`config.mk`:
```
export PLATFORM = sky130hd
export DESIGN_NAME = wb_button_device_flat
export DESIGN_NICKNAME = d
export VERILOG_FILES = /design/src/rtl/wb_button_pkg.sv /design/src/rtl/wb_button_device_if.sv /design/src/rtl/btn_conditioner.sv /design/src/rtl/wb_button_device.sv /design/src/flat_wrapper.sv
export SDC_FILE = /design/constraint.sdc
export NUM_CORES = 1
export LEC_CHECK = 0
export BUFFER_PORTS_ARGS = -buffer_cell sky130_fd_sc_hd__clkbuf_2
export CAP_MARGIN = 20
export CORE_MARGIN = 2
export CORE_UTILIZATION = 40
export CTS_CLUSTER_DIAMETER = 60
export DETAILED_ROUTE_END_ITERATION = 6
export PLACE_DENSITY_LB_ADDON = 0.25
export SLEW_MARGIN = 20
export SYNTH_ARGS = -nofsm -noshare
export SYNTH_HDL_FRONTEND = slang
export SYNTH_SLANG_ARGS = --single-unit
```
`constraint.sdc`:
```
create_clock -name clk_i -period 5.9 [get_ports clk_i]
set_clock_uncertainty 0.05 [all_clocks]
set_input_delay 0.885 -clock clk_i [delete_from_list [all_inputs] [get_ports clk_i]]
set_output_delay 0.885 -clock clk_i [all_outputs]
set_load 0.02 [all_outputs]
```
`src/rtl/wb_button_pkg.sv`:
```
// Shared types for the Wishbone debug-button device: address map and response kinds.
package wb_button_pkg;

  localparam int unsigned ADR_WIDTH = 3;

  typedef enum logic [ADR_WIDTH-1:0] {
    ADR_STATUS = 3'd0,
    ADR_EVENT  = 3'd1,
    ADR_LED    = 3'd2,
    ADR_COUNT  = 3'd3
  } reg_addr_e;

  typedef enum logic [1:0] {
    RSP_NONE = 2'd0,
    RSP_ACK  = 2'd1,
    RSP_ERR  = 2'd2
  } rsp_e;

endpackage

```
`src/rtl/wb_button_device_if.sv`:
```
// Pipelined Wishbone link between the debug controller (master) and the button device (slave).
interface wb_button_device_if
  import wb_button_pkg::*;
#(
  parameter int unsigned DAT_WIDTH = 8
);

  logic                 cyc_i;
  logic                 stb_i;
  logic                 we_i;
  logic [ADR_WIDTH-1:0] adr_i;
  logic [DAT_WIDTH-1:0] dat_i;
  logic [DAT_WIDTH-1:0] dat_o;
  logic                 ack_o;
  logic                 err_o;
  logic                 rty_o;
  logic                 stall_o;

  modport master (
    output cyc_i, stb_i, we_i, adr_i, dat_i,
    input  dat_o, ack_o, err_o, rty_o, stall_o
  );

  modport slave (
    input  cyc_i, stb_i, we_i, adr_i, dat_i,
    output dat_o, ack_o, err_o, rty_o, stall_o
  );

endinterface

```
`src/rtl/btn_conditioner.sv`:
```
// Two-flop synchroniser for raw buttons; optional per-bit debounce when WB_BTN_DEBOUNCE_EN is defined.
module btn_conditioner #(
`ifdef WB_BTN_DEBOUNCE_EN
  parameter int unsigned DEBOUNCE_CYCLES = 16,
`endif
  parameter int unsigned N_BTN = 4
) (
  input  logic             clk_i,
  input  logic             rst_i,
  input  logic [N_BTN-1:0] btn_i,
  output logic [N_BTN-1:0] lvl
);

  logic [N_BTN-1:0] sync1;
  logic [N_BTN-1:0] sync2;

  always_ff @(posedge clk_i) begin
    if (rst_i) begin
      sync1 <= '0;
      sync2 <= '0;
    end else begin
      sync1 <= btn_i;
      sync2 <= sync1;
    end
  end

`ifdef WB_BTN_DEBOUNCE_EN
  localparam int unsigned CNT_W = $clog2(DEBOUNCE_CYCLES + 1);
  localparam logic [CNT_W-1:0] CNT_LAST = CNT_W'(DEBOUNCE_CYCLES - 1);

  logic [CNT_W-1:0] cnt_q [N_BTN];
  logic [N_BTN-1:0] lvl_q;

  // Accept a new level only after it has differed for DEBOUNCE_CYCLES straight cycles
  always_ff @(posedge clk_i) begin
    if (rst_i) begin
      lvl_q <= '0;
      for (int i = 0; i < int'(N_BTN); i++) cnt_q[i] <= '0;
    end else begin
      for (int i = 0; i < int'(N_BTN); i++) begin
        if (sync2[i] == lvl_q[i]) begin
          cnt_q[i] <= '0;
        end else if (cnt_q[i] == CNT_LAST) begin
          lvl_q[i] <= sync2[i];
          cnt_q[i] <= '0;
        end else begin
          cnt_q[i] <= cnt_q[i] + CNT_W'(1);
        end
      end
    end
  end

  assign lvl = lvl_q;
`else
  assign lvl = sync2;
`endif

endmodule

```
`src/rtl/wb_button_device.sv`:
```
// Wishbone responder exposing button level, sticky edge flags, edge count and an LED register.
// Build option: WB_BTN_DEBOUNCE_EN enables per-button debounce ahead of edge detection.
module wb_button_device
  import wb_button_pkg::*;
#(
  parameter int unsigned DAT_WIDTH = 8,
`ifdef WB_BTN_DEBOUNCE_EN
  parameter int unsigned DEBOUNCE_CYCLES = 16,
`endif
  parameter int unsigned N_BTN = 4
) (
  input  logic                 clk_i,
  input  logic                 rst_i,
  wb_button_device_if.slave    bus,
  input  logic [N_BTN-1:0]     btn_i,
  output logic [DAT_WIDTH-1:0] led_o
);

  localparam int unsigned SUM_W = DAT_WIDTH + 1;

  logic [N_BTN-1:0]     lvl;
  logic [N_BTN-1:0]     lvl_prev;
  logic [N_BTN-1:0]     edges;
  logic [N_BTN-1:0]     event_q, event_d, clr_mask;
  logic [DAT_WIDTH-1:0] count_q, count_d;
  logic [DAT_WIDTH-1:0] led_q, led_d;
  logic [DAT_WIDTH-1:0] rdata_q, rdata_d;
  logic [SUM_W-1:0]     count_sum;
  logic                 stall_q;
  logic                 accept;
  logic                 bad;
  logic                 ack;
  logic                 err;
  rsp_e                 rsp_q, rsp_d;

  btn_conditioner #(
`ifdef WB_BTN_DEBOUNCE_EN
    .DEBOUNCE_CYCLES(DEBOUNCE_CYCLES),
`endif
    .N_BTN(N_BTN)
  ) u_cond (
    .clk_i(clk_i),
    .rst_i(rst_i),
    .btn_i(btn_i),
    .lvl  (lvl)
  );

  always_ff @(posedge clk_i) begin
    if (rst_i) begin
      rsp_q    <= RSP_NONE;
      stall_q  <= 1'b0;
      rdata_q  <= '0;
      lvl_prev <= '0;
      event_q  <= '0;
      count_q  <= '0;
      led_q    <= '0;
    end else begin
      rsp_q    <= rsp_d;
      stall_q  <= accept & bus.we_i;
      rdata_q  <= rdata_d;
      lvl_prev <= lvl;
      event_q  <= event_d;
      count_q  <= count_d;
      led_q    <= led_d;
    end
  end

  // Request decode, register updates and next response
  always_comb begin
    rsp_d    = RSP_NONE;
    led_d    = led_q;
    clr_mask = '0;
    rdata_d  = '0;
    accept   = bus.cyc_i & bus.stb_i & ~stall_q;
    bad      = bus.adr_i[ADR_WIDTH-1] |
               (bus.we_i & ((bus.adr_i == ADR_STATUS) | (bus.adr_i == ADR_COUNT)));
    edges    = lvl & ~lvl_prev;

    if (accept) begin
      rsp_d = bad ? RSP_ERR : RSP_ACK;
      if (!bad && bus.we_i) begin
        case (bus.adr_i)
          ADR_EVENT: clr_mask = bus.dat_i[N_BTN-1:0];
          ADR_LED:   led_d    = bus.dat_i;
          default:   ;
        endcase
      end else if (!bad) begin
        case (bus.adr_i)
          ADR_STATUS: rdata_d = DAT_WIDTH'(lvl);
          ADR_EVENT:  rdata_d = DAT_WIDTH'(event_q);
          ADR_LED:    rdata_d = led_q;
          ADR_COUNT:  rdata_d = count_q;
          default:    rdata_d = '0;
        endcase
      end
    end

    // New edges take priority over a same-cycle clear
    event_d = (event_q & ~clr_mask) | edges;

    count_sum = {1'b0, count_q};
    for (int i = 0; i < int'(N_BTN); i++) begin
      count_sum = count_sum + SUM_W'(edges[i]);
    end
    count_d = count_sum[DAT_WIDTH] ? '1 : count_sum[DAT_WIDTH-1:0];
  end

  // A master dropping cyc_i abandons the pending termination
  assign ack         = (rsp_q == RSP_ACK) & bus.cyc_i;
  assign err         = (rsp_q == RSP_ERR) & bus.cyc_i;
  assign bus.ack_o   = ack;
  assign bus.err_o   = err;
  assign bus.dat_o   = ack ? rdata_q : '0;
  assign bus.rty_o   = 1'b0;
  assign bus.stall_o = stall_q;
  assign led_o       = led_q;

endmodule
```
`src/flat_wrapper.sv`:
```
// flat-port wrapper written by rule: the top's interface ports become plain ports
module wb_button_device_flat import wb_button_pkg::*;
#(
  parameter int unsigned DAT_WIDTH = 8,

  parameter int unsigned N_BTN = 4
)
  (clk_i, rst_i, btn_i, led_o, bus_cyc_i, bus_stb_i, bus_we_i, bus_adr_i, bus_dat_i, bus_dat_o, bus_ack_o, bus_err_o, bus_rty_o, bus_stall_o);
  wb_button_device_if #(.DAT_WIDTH(DAT_WIDTH)) bus_i ();
  input  logic clk_i;
  input  logic rst_i;
  input  logic [N_BTN-1:0] btn_i;
  output logic [DAT_WIDTH-1:0] led_o;
  input wire logic [$bits(bus_i.cyc_i)-1:0] bus_cyc_i;
  input wire logic [$bits(bus_i.stb_i)-1:0] bus_stb_i;
  input wire logic [$bits(bus_i.we_i)-1:0] bus_we_i;
  input wire logic [$bits(bus_i.adr_i)-1:0] bus_adr_i;
  input wire logic [$bits(bus_i.dat_i)-1:0] bus_dat_i;
  output wire logic [$bits(bus_i.dat_o)-1:0] bus_dat_o;
  output wire logic [$bits(bus_i.ack_o)-1:0] bus_ack_o;
  output wire logic [$bits(bus_i.err_o)-1:0] bus_err_o;
  output wire logic [$bits(bus_i.rty_o)-1:0] bus_rty_o;
  output wire logic [$bits(bus_i.stall_o)-1:0] bus_stall_o;
  assign bus_i.cyc_i = bus_cyc_i;
  assign bus_i.stb_i = bus_stb_i;
  assign bus_i.we_i = bus_we_i;
  assign bus_i.adr_i = bus_adr_i;
  assign bus_i.dat_i = bus_dat_i;
  assign bus_dat_o = bus_i.dat_o;
  assign bus_ack_o = bus_i.ack_o;
  assign bus_err_o = bus_i.err_o;
  assign bus_rty_o = bus_i.rty_o;
  assign bus_stall_o = bus_i.stall_o;
  wb_button_device #(.DAT_WIDTH(DAT_WIDTH), .N_BTN(N_BTN)) u_core (.clk_i(clk_i), .rst_i(rst_i), .bus(bus_i), .btn_i(btn_i), .led_o(led_o));
endmodule
```
==> impl_metrics.csv <==
group,metric,value,unit
synth,synth.ff_latch_count,43,
critical_path,critical_path.most_common_cell,"sky130_fd_sc_hd__fa_1",
routing,vias,1289,
routing,total_iterations_of_the_first_detailed_routing_run,4,
global_routing,groute.usage.overall,0.144,
synth,synthesis.instances,179,
timing,final_hold_viol_count,0,
clocking,cts-hold-fix-buffers,0,
timing,period_share,0.461,
finish,final_common_cell,"sky130_fd_sc_hd__dfxtp_1",
global_routing,via_count_of_the_first_global_routing_pass,1224,
placed_design,dpl_cells,261,
finish,proportion_of_layout_cells_with_a_drive_suffix_above_1,0.226,
die,core,4320,sq um
routing,drc,0,
clocking,cts_resized,0,
clocking,path_clk_slew,0.08,ns
job,max_cap_violations,0,
timing,worst_slack,3.18,ns
global_routing,grt_overflow,0,
die,die_width,70.8,um
pwr,p_leak,0.000969,uW
timing,maxSlewViolCount,0,
pwr,irDropWorstVdd,173,uV
global_routing,grt_antenna_before_repair,0,
synth,ys_top_cells_by_area,"sky130_fd_sc_hd__dfxtp_1 (48%), sky130_fd_sc_hd__mux2i_1 (11%), sky130_fd_sc_hd__nor2b_1 (5.6%)",
die,num_rows,24,
global_routing,largest_net_degree_at_the_start_of_global_routing,34,
routing,m1WireLength,1570,um
synth,async_reset_ff_frac,0,
critical_path,worst_ep_arrival,2.82,ns
synth,post_synth_instance_area,1780,sq um
routing,dr_wl_met2,1430,um
placed_design,dp_area,1990,sq um
placed_design,detailed_place_hpwl,2360,um
routing,drtIter0Drc,80,
critical_path,timing.critical_path.to_type,"flop",
routing,routed.top_layer,"met4",
min_path,timing.hold.worst.class,"reg2reg",
critical_path,cp.depth,10,
routing,final_antenna_net_count,0,
critical_path,critical-path-top-delay-family,"adder cells",
die,floorplan.die_area,5010,sq um
timing,report.final.setup_viol,0,
finish,number_of_nets_in_the_final_layout,240,
timing,post-route-min-period,2.72,ns
clocking,tritoncts,"yes",
routing,drt_wl_total,3220,um
clocking,cts-root-buf,"sky130_fd_sc_hd__clkbuf_8",
clocking,cts_htree_levels,2,
die,start_util,0.412,
timing,max_slew.worst_pin.slew,0.650,ns
min_path,hold_path_depth,1,
critical_path,startpoint_type,"flop",
critical_path,worst_path_bufs_invs,2,
synth,syn_area_per_cell,9.96,sq um
timing,fin_tns_setup,0,ns
clocking,clock_latency,0.29,ns
routing,avgViaCountPerCell,4.79,
finish,final_cell_count_no_fill,269,
critical_path,crit_fanout,5,
timing,rsz0062_at_grt,"false",
die,dieHeight,70.8,um
critical_path,worstPathCellList,"nor2b_1, fa_1, inv_1, fa_1, inv_1, fa_1, and3_1, and2_1, nand4_1, a21oi_1",
critical_path,timing.reg2reg.worst_path_depth,10,
pwr,power.density,276,nW/um^2
clocking,clk_path_buf_depth,2,
critical_path,timing.setup.critical_path_class,"reg2reg",
routing,met3_length,159,um
critical_path,max_stage_delay_on_crit_path,0.46,ns
synth,yosysTopAreaCell,"sky130_fd_sc_hd__dfxtp_1",
synth,post_synth_num_cell_types,37,
timing,timing.max_slew.rel_slack,0.567,
timing,max_freq,368,MHz
critical_path,crit_path_top_delay_cell,"sky130_fd_sc_hd__fa_1",
clocking,cts_post_setup_buffers_inserted,0,
placed_design,gp_congestion,0.808,
routing,detail_route.wl_per_cell,12.0,um
synth,syn_nets,203,
finish,insertedDiodeCount,0,
finish,final_cell_mix,"sky130_fd_sc_hd__dfxtp_1 (43), sky130_fd_sc_hd__clkbuf_2 (38), sky130_fd_sc_hd__mux2i_1 (20)",
synth,yosysSeqAreaShare,0.483,
finish,fin_area,2110,sq um
synth,yosysWarnings,0,
clocking,cts_sinks,43,
synth,synth_top_flop_cell,"sky130_fd_sc_hd__dfxtp_1",
finish,layout-area-overhead-vs-synth,18.1,%
clocking,numCtsBuffers,5,
synth,yosysTopAreaCellShare,0.483,
global_routing,grt_pass1_wl,5550,um
synth,synth_enable_flop_cells,0,
placed_design,numPortBuffers,38,
die,ios,40,
critical_path,worstPathRequired,6.00,ns
outcome,result_of_the_run,"complete, no violations",
placed_design,placement.setup.worst_slack,3.22,ns
-- path summary, 6_finish.rpt --
check / start / to / slack (ns)
min: u_core.u_cond.sync1[0] / u_core.u_cond.lvl[0] / 0.39
max: u_core.u_cond.lvl[2] / u_core.count_q[2] / 3.18
max reg2reg: u_core.u_cond.lvl[2] / u_core.count_q[2] / 3.18
min reg2reg: u_core.u_cond.sync1[0] / u_core.u_cond.lvl[0] / 0.39
-- flip-flops by register name, indices dropped and copies added (netlist names) --
register	flops
u_core.u_cond.sync1	4
u_core.rdata_q	8
u_core.lvl_prev	4
u_core.rsp_q	2
u_core.u_cond.lvl	4
u_core.bus.stall_o	1
u_core.count_q	8
u_core.led_o	8
u_core.event_q	4
-- cell usage after synthesis, drive strengths merged (2+ instances only) --
library cell,count
a21oi,8
a311oi,2
and2,13
and3b,2
buf,4
clkbuf,4
dfxtp,43
fa,3
inv,6
mux2i,20
nand2,4
nand2b,3
nand3,3
nor2,18
nor2b,16
nor3,6
o21ai,2
o22ai,4
xnor2,2
xor2,2
-- metrics by stage --
stage                     hold slack (ns)  power [uW]  utilization
after floorplan                     0.364         341            -
after global placement              0.368         354        0.460
after detailed placement            0.377         356        0.460
after CTS                           0.395         590        0.487
after global routing                0.404         610        0.487
final                               0.391         582        0.487
-- cell type report --
class	instances	area (sq um)
clock buffers	6	82.6
well taps	52	65.1
flip-flops and latches	43	861
clock inverters	2	35.0
multi-input cells	121	846
fillers	422	2220
inverters	7	26.3
repair buffers	38	190
-- routing by layer --
metal,vias to the layer above,global-route usage
met5,-,0
met4,0,0.0629
met3,5,0.0513
met2,29,0.220
met1,580,0.184
li1,675,-
-- cell families after synthesis --
logic type / after synthesis / synth area share
xor gates and xnor gates: 4 / 0.0197
muxes: 20 / 0.112
buffers and inverters: 15 / 0.0428
other: 1 / 0.00210
AOI/OAI and AO/OA: 20 / 0.0723
and+or+nand+nor: 72 / 0.227
DFF: 43 / 0.483
adders and majority gates: 4 / 0.0407
-- power by group --
group          internal [uW]  switching (uW)
clock                    137            97.2
combinational           20.0            24.0
sequential               299            5.41
(Power assumes the default switching activity.)
